<file path="config.mk">
export PLATFORM = sky130hd
export DESIGN_NAME = tile_board_ctrl
export DESIGN_NICKNAME = d
export VERILOG_FILES = /design/src/rtl/tile_board_ctrl_pkg.sv /design/src/rtl/tile_board_ctrl_lfsr.sv /design/src/rtl/tile_board_ctrl.sv
export SDC_FILE = /design/constraint.sdc
export NUM_CORES = 1
export LEC_CHECK = 0
export ABC_AREA = 1
export CELL_PAD_IN_SITES_DETAIL_PLACEMENT = 1
export CELL_PAD_IN_SITES_GLOBAL_PLACEMENT = 2
export CORE_ASPECT_RATIO = 1.4
export CORE_MARGIN = 4
export CORE_UTILIZATION = 32
export CTS_CLUSTER_SIZE = 24
export DETAILED_ROUTE_END_ITERATION = 6
export GPL_TIMING_DRIVEN = 1
export PLACE_DENSITY_LB_ADDON = 0.1
export SKIP_CTS_REPAIR_TIMING = 1
export SLEW_MARGIN = 0
export SYNTH_ARGS = -nofsm -noshare
export SYNTH_HDL_FRONTEND = slang
export SYNTH_SLANG_ARGS = --single-unit
</file>
<file path="constraint.sdc">
create_clock -name clk -period 4.1 [get_ports clk]
set_input_delay 0.82 -clock clk [delete_from_list [all_inputs] [get_ports clk]]
set_output_delay 0.82 -clock clk [all_outputs]
set_load 0.01 [all_outputs]
</file>
<file path="src/rtl/tile_board_ctrl_pkg.sv">
// Shared types and constants for the 3x3 sliding-tile board controller.
// The neighbour helper returns {legal, target_slot} for a blank move.
package tile_board_ctrl_pkg;

   typedef enum logic [1:0] {
      UP    = 2'd0,
      DOWN  = 2'd1,
      LEFT  = 2'd2,
      RIGHT = 2'd3
   } dir_e;

   typedef logic [3:0] tile_id_t;

   localparam int       NUM_SLOTS  = 9;
   localparam int       GRID_W     = 3;
   localparam tile_id_t BLANK_TILE = 4'd8;

   typedef enum logic [2:0] {
      IDLE      = 3'd0,
      WAIT_VB   = 3'd1,
      APPLY     = 3'd2,
      SHUF_WAIT = 3'd3,
      SHUF_RUN  = 3'd4
   } state_e;

   function automatic logic [4:0] move_target(input logic [3:0] pos, input dir_e dir);
      logic [3:0] col;
      logic [4:0] res;
      col = pos % 4'(GRID_W);
      res = {1'b0, pos};
      case (dir)
         UP:      if (pos >= 4'd3)  res = {1'b1, pos - 4'd3};
         DOWN:    if (pos <= 4'd5)  res = {1'b1, pos + 4'd3};
         LEFT:    if (col != 4'd0)  res = {1'b1, pos - 4'd1};
         RIGHT:   if (col != 4'd2)  res = {1'b1, pos + 4'd1};
         default: res = {1'b0, pos};
      endcase
      return res;
   endfunction

endpackage

</file>
<file path="src/rtl/tile_board_ctrl_lfsr.sv">
// 16-bit Fibonacci LFSR, taps 16,14,13,11, stepping every clock.
// Supplies pseudo-random blank move directions for board shuffling.
module lfsr_16 #(
   parameter logic [15:0] SEED = 16'hACE1
) (
   input  logic        clk,
   input  logic        rst_n,
   output logic [15:0] state
);

   logic fb;

   assign fb = state[15] ^ state[13] ^ state[12] ^ state[10];

   always_ff @(posedge clk or negedge rst_n) begin
      if (!rst_n) state <= SEED;
      else        state <= {state[14:0], fb};
   end

endmodule

</file>
<file path="src/rtl/tile_board_ctrl.sv">
// 3x3 sliding-tile board: blank moves are applied on the vertical-blank
// rising edge, shuffles run one random move per cycle after a vblank edge.
//
// state     | meaning
// ----------+--------------------------------------------------------
// IDLE      | ready for a move command or a shuffle request
// WAIT_VB   | move direction latched, waiting for vblnk rising edge
// APPLY     | one cycle; board updated on the edge that ends it
// SHUF_WAIT | shuffle requested, waiting for vblnk rising edge
// SHUF_RUN  | one random blank move per cycle until the timer expires
module tile_board_ctrl
   import tile_board_ctrl_pkg::*;
#(
   parameter int          SHUFFLE_MOVES = 64,
   parameter logic [15:0] LFSR_SEED     = 16'hACE1
) (
   input  logic        clk,
   input  logic        rst_n,
   input  logic        vblnk,
   input  logic        cmd_valid,
   input  logic [1:0]  cmd_dir,
   output logic        cmd_ready,
   input  logic        shuffle_req,
   output logic [35:0] slot_img,
   output logic [3:0]  blank_pos,
   output logic [9:0]  move_cnt,
   output logic        solved,
   output logic        busy
);

   state_e     state_q, state_d;
   tile_id_t   board_q [NUM_SLOTS];
   logic [3:0] blank_q;
   logic [9:0] move_cnt_q;
   dir_e       dir_q;
   logic       vblnk_q;
   logic [7:0] shuf_cnt_q;
   logic [15:0] lfsr;

   logic       vb_rise;
   logic       latch_cmd;
   logic       apply_move;
   logic       count_move;
   logic       load_shuf;
   logic       clr_cnt;
   dir_e       mv_dir;
   logic [4:0] mv_tgt;
   logic       mv_legal;
   logic [3:0] mv_nbr;
   logic       unused_lfsr;

   lfsr_16 #(.SEED(LFSR_SEED)) u_lfsr (
      .clk   (clk),
      .rst_n (rst_n),
      .state (lfsr)
   );

   assign unused_lfsr = ^lfsr[15:2];
   assign vb_rise     = vblnk && !vblnk_q;
   assign cmd_ready   = (state_q == IDLE) && !shuffle_req;
   assign busy        = (state_q != IDLE);

   always_comb begin
      state_d    = state_q;
      latch_cmd  = 1'b0;
      apply_move = 1'b0;
      count_move = 1'b0;
      load_shuf  = 1'b0;
      clr_cnt    = 1'b0;
      mv_dir     = dir_q;
      case (state_q)
         IDLE: begin
            if (shuffle_req) begin
               state_d = SHUF_WAIT;
            end else if (cmd_valid) begin
               latch_cmd = 1'b1;
               state_d   = WAIT_VB;
            end
         end
         WAIT_VB: if (vb_rise) state_d = APPLY;
         APPLY: begin
            apply_move = 1'b1;
            count_move = 1'b1;
            state_d    = IDLE;
         end
         SHUF_WAIT: begin
            if (vb_rise) begin
               load_shuf = 1'b1;
               state_d   = SHUF_RUN;
            end
         end
         SHUF_RUN: begin
            apply_move = 1'b1;
            mv_dir     = dir_e'(lfsr[1:0]);
            if (shuf_cnt_q == 8'd1) begin
               clr_cnt = 1'b1;
               state_d = IDLE;
            end
         end
         default: state_d = IDLE;
      endcase
   end

   assign mv_tgt   = move_target(blank_q, mv_dir);
   assign mv_legal = mv_tgt[4];
   assign mv_nbr   = mv_tgt[3:0];

   always_ff @(posedge clk or negedge rst_n) begin
      if (!rst_n) begin
         state_q <= IDLE;
         vblnk_q <= 1'b0;
         dir_q   <= UP;
      end else begin
         state_q <= state_d;
         vblnk_q <= vblnk;
         if (latch_cmd) dir_q <= dir_e'(cmd_dir);
      end
   end

   // Shuffle length timer: loaded on entry, terminal count at 1.
   always_ff @(posedge clk or negedge rst_n) begin
      if (!rst_n)                     shuf_cnt_q <= 8'd0;
      else if (load_shuf)             shuf_cnt_q <= 8'(SHUFFLE_MOVES);
      else if (state_q == SHUF_RUN)   shuf_cnt_q <= shuf_cnt_q - 8'd1;
   end

   always_ff @(posedge clk or negedge rst_n) begin
      if (!rst_n) begin
         for (int i = 0; i < NUM_SLOTS; i++) board_q[i] <= tile_id_t'(i);
         blank_q <= 4'(NUM_SLOTS - 1);
      end else if (apply_move && mv_legal) begin
         board_q[blank_q] <= board_q[mv_nbr];
         board_q[mv_nbr]  <= BLANK_TILE;
         blank_q          <= mv_nbr;
      end
   end

   always_ff @(posedge clk or negedge rst_n) begin
      if (!rst_n)                  move_cnt_q <= 10'd0;
      else if (clr_cnt || load_shuf) move_cnt_q <= 10'd0;
      else if (count_move && mv_legal && (move_cnt_q != 10'd1023))
         move_cnt_q <= move_cnt_q + 10'd1;
   end

   always_comb begin
      slot_img = '0;
      solved   = 1'b1;
      for (int i = 0; i < NUM_SLOTS; i++) begin
         slot_img[4*i +: 4] = board_q[i];
         if (board_q[i] != tile_id_t'(i)) solved = 1'b0;
      end
   end

   assign blank_pos = blank_q;
   assign move_cnt  = move_cnt_q;

endmodule

</file>
; ---- Word level (Yosys, flattened, before mapping)
; Cells that the tools add are included.
[word_totals]
register_bits = 80
latch_bits = 0
ramBits = 0
romBits = 0
input_bits = 7
output_inout_bits = 53
wordCells = 120
mem_count = 0
[op_classes]
n_addsub = 6
mul = 0
n_div = 1
n_lt_le_gt_ge = 6
eq_ne = 22
n_shift = 0
muxes = 42
bitwise = 8
reduce_logical = 19
[op_table]
columns = cell, n
row1 = 36-bit bitwise mux, 1
row2 = 4-bit demux with 4-bit select, 2
row3 = 27-bit bitwise AND, 1
row4 = 27-bit inverter, 1
row5 = 10-bit 2-to-1 mux, 2
row6 = 5-bit 2-to-1 mux, 4
row7 = 5-bit case mux with 4 select lines, 1
row8 = 1-bit 2-to-1 mux, 18
row9 = 4-bit binary-select mux with 4-bit select, 1
row10 = 4-bit 2-to-1 mux, 4
row11 = 8-bit 2-to-1 mux, 2
row12 = "4-bit by 3-bit inequality test with 1-bit output, second input constant", 4
row13 = 3-bit 2-to-1 mux, 5
row14 = "4-bit by 2-bit inequality test with 1-bit output, second input constant", 3
row15 = 3-bit case mux with 4 select lines, 1
row16 = "10-bit by 1-bit adder with 10-bit output, second input constant", 1
row17 = "5-bit >= comparator, second input constant", 2
row18 = "5-bit by 1-bit less-than comparator with 1-bit output, second input constant", 2
row19 = "10-bit inequality test, second input constant", 1
row20 = 4-bit inverter with 5-bit output, 2
row21 = 9-bit bitwise OR, 1
row22 = "8-bit by 1-bit equality test with 1-bit output, second input constant", 1
row23 = 4-bit nonzero test, 2
row24 = "8-bit by 1-bit subtractor with 8-bit output, second input constant", 1
row25 = other kinds (27), 41

; ---- Longest topological paths before layout
; Gate-level depths: netlist of run 1.
[depth]
depth_word = 11
depth_mapped = 30

; ---- Modules after synthesis
; From an unflattened synthesis of run 1, not the netlist that was laid out.
[unflattened]
cells_unflattened = 700
hier_area_um2 = 5093.6
[by_module_without_submodules]
columns = module, instances, cells_per_inst, area_per_inst_um2, seq_area_each_um2
row1 = tile_board_ctrl, 1, 667, 4611.9, 1619.1
row2 = lfsr_16, 1, 33, 481.7, 410.4

; ---- Worst setup path after synthesis of run 1
; OpenSTA, ideal clock, no wires.
[synth_path]
path_type = flip-flop to flip-flop
startpoint = register blank_q[0], in the netlist blank_pos[0]
endpoint = register board_q, in the netlist slot_img[0]
arrival_time_ps = 3260
required_ps = 3984
setup_slack_ps = 723
stages_incl_launch_ff = 28
path_buffers = 2
synth_period_minus_slack_ps = 3377
path_cell_list = dfrtp_1 -> clkbuf_1 -> inv_1 -> ha_1 -> nand3_4 -> nand3_1 -> nand2_1 -> inv_1 -> ha_1 -> inv_1 -> nand3_2 -> nor2_4 -> nand2_1 -> nand2_2 -> nand3_4 -> nand2_2 -> nand3_2 -> nand4_4 -> buf_6 -> nand2_1 -> o21ai_1 -> nand2_1 -> nand2_1 -> nand2_1 -> nand3_4 -> nand2_1 -> nand2_1 -> nand2_1
[synth_between]
elab_chain_cells = 11
word_cells_on_any_way = 33
cone_classes = add/sub: 4 / div: 1 / order compare: 6 / eq/ne: 1 / mux: 13 / bitwise: 4 / reduce/logical: 4
[synth_lines]
columns = element, line
row1 = from (decl), tile_board_ctrl.sv:33  ; logic [3:0] blank_q;
row2 = from (signal assigned), tile_board_ctrl.sv:130  ; blank_q <= 4'(NUM_SLOTS - 1);
row3 = from (signal assigned), tile_board_ctrl.sv:134  ; blank_q <= mv_nbr;
row4 = 4-bit by 2-bit modulo with 4-bit output, tile_board_ctrl_pkg.sv:29  ; col = pos % 4'(GRID_W);
row5 = 4-bit by 2-bit inequality test with 1-bit output / 4-bit nonzero test (equally long branches), "tile_board_ctrl_pkg.sv:35, tile_board_ctrl_pkg.sv:34"
row6 = "5-bit 2-to-1 mux, on equally long branches", "tile_board_ctrl_pkg.sv:35, tile_board_ctrl_pkg.sv:34"
row7 = 5-bit case mux with 4 select lines, tile_board_ctrl_pkg.sv:31  ; case (dir)
row8 = 4-bit inverter with 5-bit output (implied by the code), "tile_board_ctrl.sv:132, tile_board_ctrl.sv:133"
row9 = 5-bit >= comparator (implied by the code) / 5-bit by 1-bit less-than comparator with 1-bit output (equally long branches), tile_board_ctrl.sv:133  ; board_q[mv_nbr] <= BLANK_TILE;
row10 = 1-bit logical AND (implied by the code), tile_board_ctrl.sv:133
row11 = 4-bit 2-to-1 mux (implied by the code), tile_board_ctrl.sv:133
row12 = 4-bit demux with 4-bit select, tile_board_ctrl.sv:133
row13 = 27-bit inverter (no line), --
row14 = 27-bit bitwise AND (no line), --
row15 = "to (signal, indexed assignment)", tile_board_ctrl.sv:132  ; board_q[blank_q] <= board_q[mv_nbr];
row16 = to (decl), tile_board_ctrl.sv:32  ; tile_id_t board_q [NUM_SLOTS];
; Parallel ways exist; a longest one is shown, timed or not. The select of a mux whose other input is x is not followed.
; A chain may end at the register's enable or synchronous reset.

; ---- Worst setup path after layout of run 1
[layout_path]
startpoint = register blank_q[3], in the netlist blank_pos[3]
endpoint = register board_q, in the netlist slot_img[5]
; The elaborated chain is that of the path after synthesis.

==> summary.txt, run 1 <==
Status
  • Status: completed

Critical path
  • Worst endpoint required time: 4340 ps
  • Setup Crit Path Kind: reg -> reg
  • Critical path origin: blank_pos[3]
  • Worst setup SP type: flip-flop
  • Critical Path AT: a little over 4000 ps
  • Reg2reg end: slot_img[5]
  • FF-to-FF Start: blank_pos[3]
  • R2R setup slack: roughly 280 ps
  • Crit end category: flip-flop
  • Critical path fanouts, max: 16
  • Worst reg-to-reg path cell count: 26

Floorplanning
  • Die height: between 150 and 200 um
  • IO Pins: 60
  • Die W: between 100 and 150 um
  • Starting Density: roughly a third
  • Die Area: roughly 18,000 sq um
  • # rows: 54
  • Core Area: around 16,000 sq um

Synthesis
  • Syn_area_per_cell: 7.137 sq um
  • EDFF count, synth: 0
  • Post-synth top cells: 253 x nand2_1, 96 x inv_1, 58 x dfrtp_1
  • Top cell type's share of synthesized area: between 20 and 30%
  • Yosys reg bits: 80
  • Top-count cell post-synth: nand2_1
  • Syn nets: approximately 730
  • Synth Flop Type: dfrtp_1
  • Unique cell type count in the Yosys netlist: 43
  • Syn Std Cell Area: ~5100 sq um
  • Fraction of registers with async set/reset: 100.0%
  • Warnings, synthesis: 0
  • Yosys top cell by area: dfrtp_1
  • Seq/Total Area, Yosys: 39.72%
  • Synth top area cells: dfrtp_1 28%, nand2_1 19%, dfstp_2 11%
  • Mapped Cells: between 700 and 800

Min path
  • HP Start: u_lfsr.state[9]
  • Worst Hold Class: reg -> reg
  • End point of the worst hold path: u_lfsr.state[10]
  • Hold path cells: 0

Detailed routing
  • Final ANT Viol Nets: 0
  • Vias: ~5,000
  • DRC errors left: 0
  • Via/cell ratio: about 5.1
  • Initial DRT Pass Iterations: 4
  • Routed wire length: around 18,000 um
  • 1st-iter DRT viols: 239
  • Drt wl/cell: 18.02 um

GRT
  • Vias in the first global route: 5,301
  • First-pass GRT wire length: between 20,000 and 30,000 um
  • Global route overflow: 0
  • Initial antenna violation count: 0
  • GR Util All Layers: between 20% and 30%
  • Largest net degree at the start of global routing: 65

Clock tree
  • Insertion delay of the later-clocked pin in the worst-skew pair: approximately 340 ps
  • CTS tree: yes
  • CTS sink cnt: 80
  • Total CTS buffers: 9
  • H-tree depth: 3
  • Worst-case clock buffer depth: 2
  • CTS root buf: clkbuf_16
  • Clock transition at path regs: about 70 ps

Cells and area
  • Share of layout cells above drive strength 1: between 10 and 15%
  • Register area: 2029 sq um
  • Antenna diode count: 0
  • Nets: 811
  • Area of the multi-input gates: 2703 sq um
  • Area Overhead vs Synth: 25.39%
  • Filler cell count: just under 2,000
  • Post-route design area: ~6400 sq um

Timing
  • Post-route clock period utilization: just over 90%
  • Highest clock rate: ~260 MHz
  • Worst Tran Pin Value: just under 900 ps
  • Final setup viols: 0
  • Fin. Hold Viols: 0
  • Clock skew: ~8.9 ps
  • Minimum clock period: between 3000 and 4000 ps
  • Slew margin rel.: between 40% and 50%
  • RSZ-0062 raised after global routing: yes
  • Fin. max-slew vios: 0

Place
  • GP Congestion: 0.8357
  • Area post-placement: 5943 sq um
  • Port bufs: 59
  • Final HPWL DP: between 10,000 and 15,000 um

Flow run
  • Max Cap Viol: 0
==> layout make-up <==
cell class              instances  share of cell area, %
clock buffers                   9                  3.515
well taps                     196                  3.827
multi-input cells             525                  42.18
inverters                     103                  6.151
repair buffers                 75                  11.31
clock inverters                 7                  1.347
flip-flops and latches         80                  31.67
==> worst max-delay path by stage <==
stage,slack (ps),depth (start not counted),to
after floorplan,720,27,slot_img[0]
after global placement,230,24,slot_img[5]
after detailed placement,60,24,slot_img[5]
after CTS,20,24,slot_img[5]
after global routing,-20,25,slot_img[27]
final,280,26,slot_img[5]
==> sequential cells by signal (all words and copies together) (netlist names) <==
signal	flops
blank_pos	4
dir_q	2
move_cnt	10
shuf_cnt_q	8
slot_img	36
state_q	3
u_lfsr.state	16
vblnk_q	1
==> worst max-delay path, stage by stage, from the launching register on <==
cell and delay, ps:
dfstp_2 610, nor2_2 80, ha_1 190, inv_1 60, ha_2 200, nand3_1 110
nand2_1 130, inv_1 60, ha_1 220, inv_1 80, nand3_2 120, nor2_4 160
nand2_1 90, nand2_2 130, nand3_4 140, nand2_2 100, nand3_2 200, nand4_4 280
nand2_1 80, o21ai_1 110, nand2_1 70, nand2_1 70, nand2_1 80, nand3_4 150
nand2_1 80, nand2_1 80, nand2_1 40
==> metrics by stage <==
stage	cells	utilization, %	hold WS (ps)	setup TNS (ps)	worst slack [ps]
global placement	968	38.08	341.0	0	227.4
CTS	984	40.08	354.7	0	24.71
finish	995	41.05	352.4	0	279.6
global route	995	41.05	362.2	-48.38	-15.26
floorplan	716	-	331.2	0	723.2
detailed placement	968	38.08	344.1	0	64.86
==> cells in the final DEF (no fill, tap or decap), types with 9 or more instances in the layout <==
cell type        count
o21ai_0             27
dfstp_2             22
nand4_1             20
a21oi_1             51
clkdlybuf4s50_1     58
nand3_1             33
nor2_1              38
nand2_1            250
nand2_2             13
o21ai_1             16
dfrtp_1             58
clkbuf_16            9
ha_1                 9
a21oi_2              9
inv_1               96
buf_4               15
==> logic make-up after synthesis <==
family	after synthesis	share of synthesized area (%)
AOI/OAI and AO/OA	115	12.61
xor gates and xnor gates	7	1.200
adders and majority gates	10	2.449
buffers and inverters	114	9.133
DFF	80	39.72
muxes	2	0.4407
and+or+nand+nor	388	34.45
==> per-layer routing <==
layer	global-route usage, %	wire, um	share of wire, %
met2	35.94	9474	53
met1	24.95	7539	42
met3	3.346	640	3.6
met5	0	0	0
met4	5.705	272	1.5
Power of run 1 is left out: the tool's default activity adds up to more than one toggle a clock period on the data nets, which glitch-free logic cannot reach.
==> inputs of run 2 (changes only) <==
Settings changed: ABC_AREA 1 to 0, CORE_UTILIZATION 32 to 36, GPL_ROUTABILITY_DRIVEN from default to 0, SETUP_SLACK_MARGIN from default to 0.02.
==> run 2 against run 1 <==
  * Fmax fell by 10%
  * Worst hold slack got worse by 2.8 ps
  * Non-clock buffer count rose by 82
  * Core utilization rose by 13 points
  * The run now ends with setup timing left
  * Sequential share of layout area fell by 3.3 points
  * Die area fell by 14%
  * Count of clock-buffer cells in the layout rose by 1
  * Largest cell class unchanged
  * Final cell count fell by 17%
  * Register-to-register slack got worse by 430 ps
  * Global-route usage rose by 2.6 points
==> summary.txt, run 2 <==
Status
  • Status: complete, but fails checks
  • Failing checks: setup timing

Timing
  • Highest clock rate: approximately 240 MHz
  • Fin. Hold Viols: 0
  • Worst Tran Pin Value: about 1000 ps
  • Final setup viols: 30
  • Fin. max-slew vios: 0
  • Clock skew: around 6 ps
  • Slew margin rel.: ~32%
  • Final worst setup slack: -149.2 ps
  • Minimum clock period: about 4200 ps
  • Worst Hold Margin: about 350 ps
  • Post-route clock period utilization: 103.6%
  • RSZ-0062 raised after global routing: yes

Detailed routing
  • 1st-iter DRT viols: between 150 and 200
  • Via/cell ratio: between 5 and 6
  • Final ANT Viol Nets: 0
  • Drt wl/cell: 21.51 um
  • Vias: about 4,600
  • Initial DRT Pass Iterations: 4
  • DRC errors left: 0
  • Routed wire length: between 15,000 and 20,000 um

GRT
  • Initial antenna violation count: 0
  • First-pass GRT wire length: approximately 27,000 um
  • Largest net degree at the start of global routing: 81
  • Global route overflow: 0
  • GR Util All Layers: a little under a quarter
  • Vias in the first global route: between 4,000 and 5,000

Synthesis
  • Warnings, synthesis: 0
  • Mapped Cells: just under 500
  • Synth top area cells: dfrtp_1 30%, dfstp_2 12%, mux2i_1 5.3%
  • Fraction of registers with async set/reset: 100.0%
  • Yosys reg bits: 80
  • Post-synth top cells: 58 x dfrtp_1, 43 x nor2_1, 29 x inv_1, 29 x nand2_1, 26 x mux2i_1
  • Syn_area_per_cell: about 10 sq um
  • Unique cell type count in the Yosys netlist: about 80
  • EDFF count, synth: 0
  • Syn nets: 508
  • Seq/Total Area, Yosys: about two fifths
  • Synth Flop Type: dfrtp_1
  • Syn Std Cell Area: about 5000 sq um
  • Top-count cell post-synth: dfrtp_1
  • Top cell type's share of synthesized area: 29.76%
  • Yosys top cell by area: dfrtp_1

Place
  • Final HPWL DP: about 13,000 um
  • Setup WS pre-CTS: -266.8 ps
  • Port bufs: slightly below 60
  • Dpl cells: between 700 and 800

Cells and area
  • Area Overhead vs Synth: 46.51%
  • Most common cell after layout, fill and taps aside: buf_4
  • Finished Layout Cells: 825
  • Antenna diode count: 0
  • Max FFs per register: 36
  • Most frequent cells in the layout: 92 x buf_4, 58 x dfrtp_1, 58 x clkdlybuf4s50_1
  • Share of layout cells above drive strength 1: about a third
  • Nets: ~660

Critical path
  • CP Cell Sequence: nor2b_2 > ha_2 > inv_2 > ha_4 > inv_4 > nor2_4 > xnor2_2 > ha_2 > o21bai_4 > a311oi_2 > nand2_2 > mux2_4 > o21ai_1 > o211ai_1 > o21ai_2 > buf_12 > buf_4 > inv_1 > buf_4 > o21ai_0 > a2bb2oi_2
  • Worst endpoint required time: roughly 4400 ps
  • Critical path fanouts, max: 14
  • Worst setup SP type: flip-flop
  • Delay-heaviest family, CP: compound AO/OA/AOI/OAI gates
  • WP depth: 21
  • Critical Path AT: between 4000 and 5000 ps
  • Slowest CP cell: dfstp_2
  • CP Buf/Inv Count: 6
  • Worst reg-to-reg path cell count: 21
  • Setup Crit Path Kind: reg -> reg
  • Crit end category: flip-flop
  • CP max stage delay: roughly 560 ps

Floorplanning
  • Die height: between 100 and 150 um
  • Core Area: about 13,000 sq um
  • Die W: approximately 110 um
  • Die Area: about 16,000 sq um
  • # rows: 50
  • IO Pins: 60
  • Starting Density: 36.60%

Flow run
  • Max Cap Viol: 0

Min path
  • Hold path cells: 0
  • Worst Hold Class: reg -> reg

Clock tree
  • Worst-case clock buffer depth: 2
  • CTS tree: yes
  • Insertion delay of the later-clocked pin in the worst-skew pair: ~340 ps
  • CTS root buf: clkbuf_16
  • Total CTS buffers: 9
  • CTS sink cnt: 80
  • H-tree depth: 3
  • Clock transition at path regs: ~70 ps

Power and ir drop
  • Leak Pwr: ~2.8 nW
  • Max rail drop VDD: 170.4 uV
  • Power Density: around 240 nW/um^2
==> run 2: cell types whose count changed in the layout (fill, tap and decap cells not counted), moves of 8 or more <==
| cell | before | now |
|---|---|---|
| a21oi_1 | 51 | 15 |
| inv_1 | 96 | 25 |
| o21ai_1 | 16 | 3 |
| o21ai_0 | 27 | 12 |
| buf_4 | 15 | 92 |
| nand2_1 | 250 | 27 |
| nand3_1 | 33 | 18 |
| mux2i_1 | 0 | 17 |
| a21oi_2 | 9 | 1 |
| xnor2_1 | 2 | 14 |
| nand4_1 | 20 | 4 |
| a22o_1 | 0 | 8 |
| nand2_2 | 13 | 2 |
==> run 2: report_power, final <==
part	internal, mW	switching (mW)	leakage (nW)
clock network	0.539	0.363	0.157
registers	0.791	0.00200	1.00
logic	0.00567	0.0167	1.66
==> run 2: final timing paths <==
path | end | slack (ps) | startpoint
worst max-delay path | slot_img[7] | -150 | blank_pos[3]
worst min-delay path | u_lfsr.state[3] | 350 | u_lfsr.state[2]
worst max register to register | slot_img[7] | -150 | blank_pos[3]
worst min register to register | u_lfsr.state[3] | 350 | u_lfsr.state[2]
max in group asynchronous | slot_img[32] | 2800 | rst_n
min in group asynchronous | move_cnt[6] | 640 | rst_n
==> run 2: through the flow <==
stage | TNS, ps | utilization (%) | instance area [sq um] | total power [mW]
after detailed placement | -4657 | 47.74 | 6361 | 0.8316
after global routing | -7051 | 53.62 | 7146 | 1.783
after global placement | -2205 | 47.74 | 6361 | 0.8306
final | -1975 | 53.62 | 7146 | 1.718
after floorplan | -165.3 | - | 5044 | 0.8083
after CTS | -5777 | 50.14 | 6681 | 1.740
==> run 2: routing by layer <==
| layer | track usage (%) | wire length (um) | share of wire (%) | vias up |
|---|---|---|---|---|
| met3 | 3.728 | 506 | 2.9 | 37 |
| met1 | 26.71 | 7031 | 40 | 2369 |
| li1 | - | - | - | 2137 |
| met2 | 41.02 | 9576 | 54 | 95 |
| met4 | 8.555 | 634 | 3.6 | 0 |
| met5 | 0 | 0 | 0 | - |
==> run 2: cell families (layout without fill, tap and decap cells) <==
family                   Yosys count  in the layout  synth area share, %
AO/OA/AOI/OAI                    136            136                22.27
adder cells (fa/ha/maj)           10             10                2.565
AND/OR/NAND/NOR                  157            157                17.01
buffers and inverters             50            202                4.464
XOR/XNOR                          22             22                3.951
multiplexers                      36             36                8.132
flip-flops                        80             80                41.61
==> run 2: final cells by class <==
class / instances / area (sq um)
Fill cell: 1457 / 6180
Multi-Input combinational cell: 361 / 3080
Sequential cell: 80 / 2029
Timing Repair Buffer: 157 / 1376
Clock buffer: 10 / 229.0
Tap cell: 182 / 227.7
Inverter: 29 / 111.4
Clock inverter: 6 / 91.34
(Power assumes the default switching activity.)
==> inputs of run 3 (changes only) <==
Settings changed: CORE_MARGIN 4 to 2.
==> run 3 against run 2 <==
  * The flow still finishes with violations (setup timing)
  * Via count up 1.4%
  * Wire length is 5.1% higher
  * Die area fell by 6.4%
  * Critical endpoint is now slot_img[29]
  * Largest cell class unchanged
==> summary.txt, run 3 (same netlist as run 2, synthesis figures left out) <==
GRT
  • GR Util All Layers: roughly 25%
  • Vias in the first global route: a little under 5,000
  • GR Layer Usage met2: 44.70%
  • Largest net degree at the start of global routing: 81
  • GR Layer Usage met1: ~28%
  • Global route overflow: 0
  • First-pass GRT wire length: ~27,000 um
  • Global routing's busiest layer: met2
  • Met3 GRT Util: under 10%
  • Initial antenna violation count: 0

Cells and area
  • Post-route design area: 7212 sq um
  • Filler cell count: 1,481
  • Most frequent cells in the layout: 82 x buf_4, 58 x dfrtp_1, 58 x clkdlybuf4s50_1
  • Antenna diode count: 0
  • Share of layout cells above drive strength 1: around 36%
  • Area of the multi-input gates: roughly 3200 sq um
  • Finished Layout Cells: a little over 800
  • Most common cell after layout, fill and taps aside: buf_4
  • Area Overhead vs Synth: 47.87%
  • Register area: ~2000 sq um
  • Max FFs per register: 36
  • Nets: approximately 650

Place
  • Port bufs: 59
  • Area post-placement: approximately 6300 sq um
  • Dpl cells: ~780
  • Final HPWL DP: between 10,000 and 15,000 um

Status
  • Failing checks: setup timing
  • Status: complete, but fails checks

Timing
  • Post-route clock period utilization: 105.4%
  • Final setup viols: 35
  • Slew margin rel.: 30.85%
  • Minimum clock period: approximately 4300 ps
  • RSZ-0062 raised after global routing: yes
  • Final worst setup slack: -219.8 ps
  • Worst Tran Pin Value: 1037 ps
  • Fin. max-slew vios: 0
  • Highest clock rate: 231.5 MHz
  • Fin. Hold Viols: 0
  • Setup TNS: -4630 ps
  • Clock skew: 7.395 ps

Power and ir drop
  • Int Pwr: 1.240 mW
  • Max rail drop VDD: 170.4 uV
  • Power Density: 226.2 nW/um^2
  • Clock network fraction of total power: approximately half
  • Sw Ratio: between 20% and 30%
  • Tot Pwr: around 1.6 mW
  • Leak Pwr: about 2.8 nW
  • Combinational power share: roughly 1.4%
  • Share of power burned in registers: 48.6%
  • NetSw: 0.3913 mW

Floorplanning
  • Die W: a little over 100 um
  • # rows: 50
  • Core Area: 13,330 sq um
  • Starting Density: between 30% and 40%
  • Die Area: about 15,000 sq um
  • IO Pins: 60
  • Die height: approximately 140 um

Critical path
  • FF-to-FF Start: blank_pos[2]
  • Delay-heaviest family, CP: compound AO/OA/AOI/OAI gates
  • Critical path origin: blank_pos[2]
  • Worst setup SP type: flip-flop
  • CP Cell Sequence: buf_6 > and2b_1 > inv_2 > ha_4 > inv_4 > nor2_4 > xnor2_2 > ha_2 > o21bai_4 > a311oi_2 > nand2_2 > mux2_4 > o41ai_4 > nor3_4 > buf_4 > a211o_4 > nor4_4 > a221o_1 > a22o_1
  • Worst endpoint required time: approximately 4400 ps
  • Slowest CP cell: dfrtp_1
  • CP Buf/Inv Count: 4
  • CP max stage delay: approximately 400 ps
  • Crit end category: flip-flop
  • Setup Crit Path Kind: reg -> reg
  • Critical Path AT: ~4600 ps
  • Critical path fanouts, max: 6

Detailed routing
  • Vias: 4,701
  • Routed wire length: ~19,000 um
  • Initial DRT Pass Iterations: 5
  • Drt wl/cell: 22.69 um
  • 1st-iter DRT viols: 146
  • Final ANT Viol Nets: 0
  • Via/cell ratio: about 5.7
  • DRC errors left: 0

Clock tree
  • CTS sink cnt: 80
  • CTS tree: yes
  • Clock transition at path regs: about 70 ps
  • Worst-case clock buffer depth: 2
  • H-tree depth: 3
  • Total CTS buffers: 9
  • CTS root buf: clkbuf_16
  • Insertion delay of the later-clocked pin in the worst-skew pair: roughly 340 ps

Flow run
  • Max Cap Viol: 0

Min path
  • HP Start: u_lfsr.state[2]
  • Worst Hold Class: reg -> reg
run 3: changes by cell type in the layout (fill, tap and decap cells not counted), sizes merged:
cell / before / now
inv: 31 / 34
buf: 99 / 94
nor2: 45 / 46
clkinvlp: 0 / 1
bufinv: 2 / 0
clkinv: 2 / 0
clkbuf: 10 / 11
run 3: final timing paths:
kind | to | cells past startpoint | slack (ps)
hold reg to reg | u_lfsr.state[3] | 0 | 350
max in group asynchronous | blank_pos[1] | 1 | 2780
setup / recovery | slot_img[29] | 19 | -220
setup reg to reg | slot_img[29] | 19 | -220
hold / removal | u_lfsr.state[3] | 0 | 350
min in group asynchronous | move_cnt[4] | 1 | 650
run 3: cell type report:
cell class                 count  area share, %
timing repair buffer         153          19.05
inverter                      29          1.544
tap                          182          3.158
multi-input combinational    362          44.01
clock buffer                  10          3.314
sequential                    80          28.14
clock inverter                 6         0.7807
run 3: worst reg2reg max path, cell delays in order, from the launching register on:
cell      delay (ps)
dfrtp_1          400
buf_6            130
and2b_1          220
inv_2             60
ha_4             160
inv_4             60
nor2_4            40
xnor2_2          140
ha_2             190
o21bai_4         160
a311oi_2         260
nand2_2          140
mux2_4           360
o41ai_4          390
nor3_4           140
buf_4            160
a211o_4          380
nor4_4           340
a221o_1          330
a22o_1           200
run 3: per-stage QoR:
step                      worst slack, ps  util [%]  hold slack [ps]
after global placement             -266.6     47.17            338.6
after CTS                          -357.2     49.39            359.4
after floorplan                    -55.74         -            331.2
after detailed placement           -338.6     47.17            340.2
final                              -219.8     54.12            353.1
after global routing               -384.3     54.12            362.4
run 3: power groups by stage:
stage / combinational (mW) / clock, mW / sequential, mW
floorplan: 0.00143 / 0 / 0.807
global placement: 0.0229 / 0 / 0.807
detailed placement: 0.0240 / 0 / 0.807
CTS: 0.0239 / 0.836 / 0.793
global route: 0.0260 / 0.873 / 0.792
finish: 0.0224 / 0.816 / 0.793
run 3: routing by layer:
layer  vias to the layer above  wire length [um]  share of wire, %
met3                        38               525               2.8
li1                       2138                 -                 -
met4                         0               655               3.5
met5                         -                 0                 0
met2                       124             10260                55
met1                      2401              7215                39
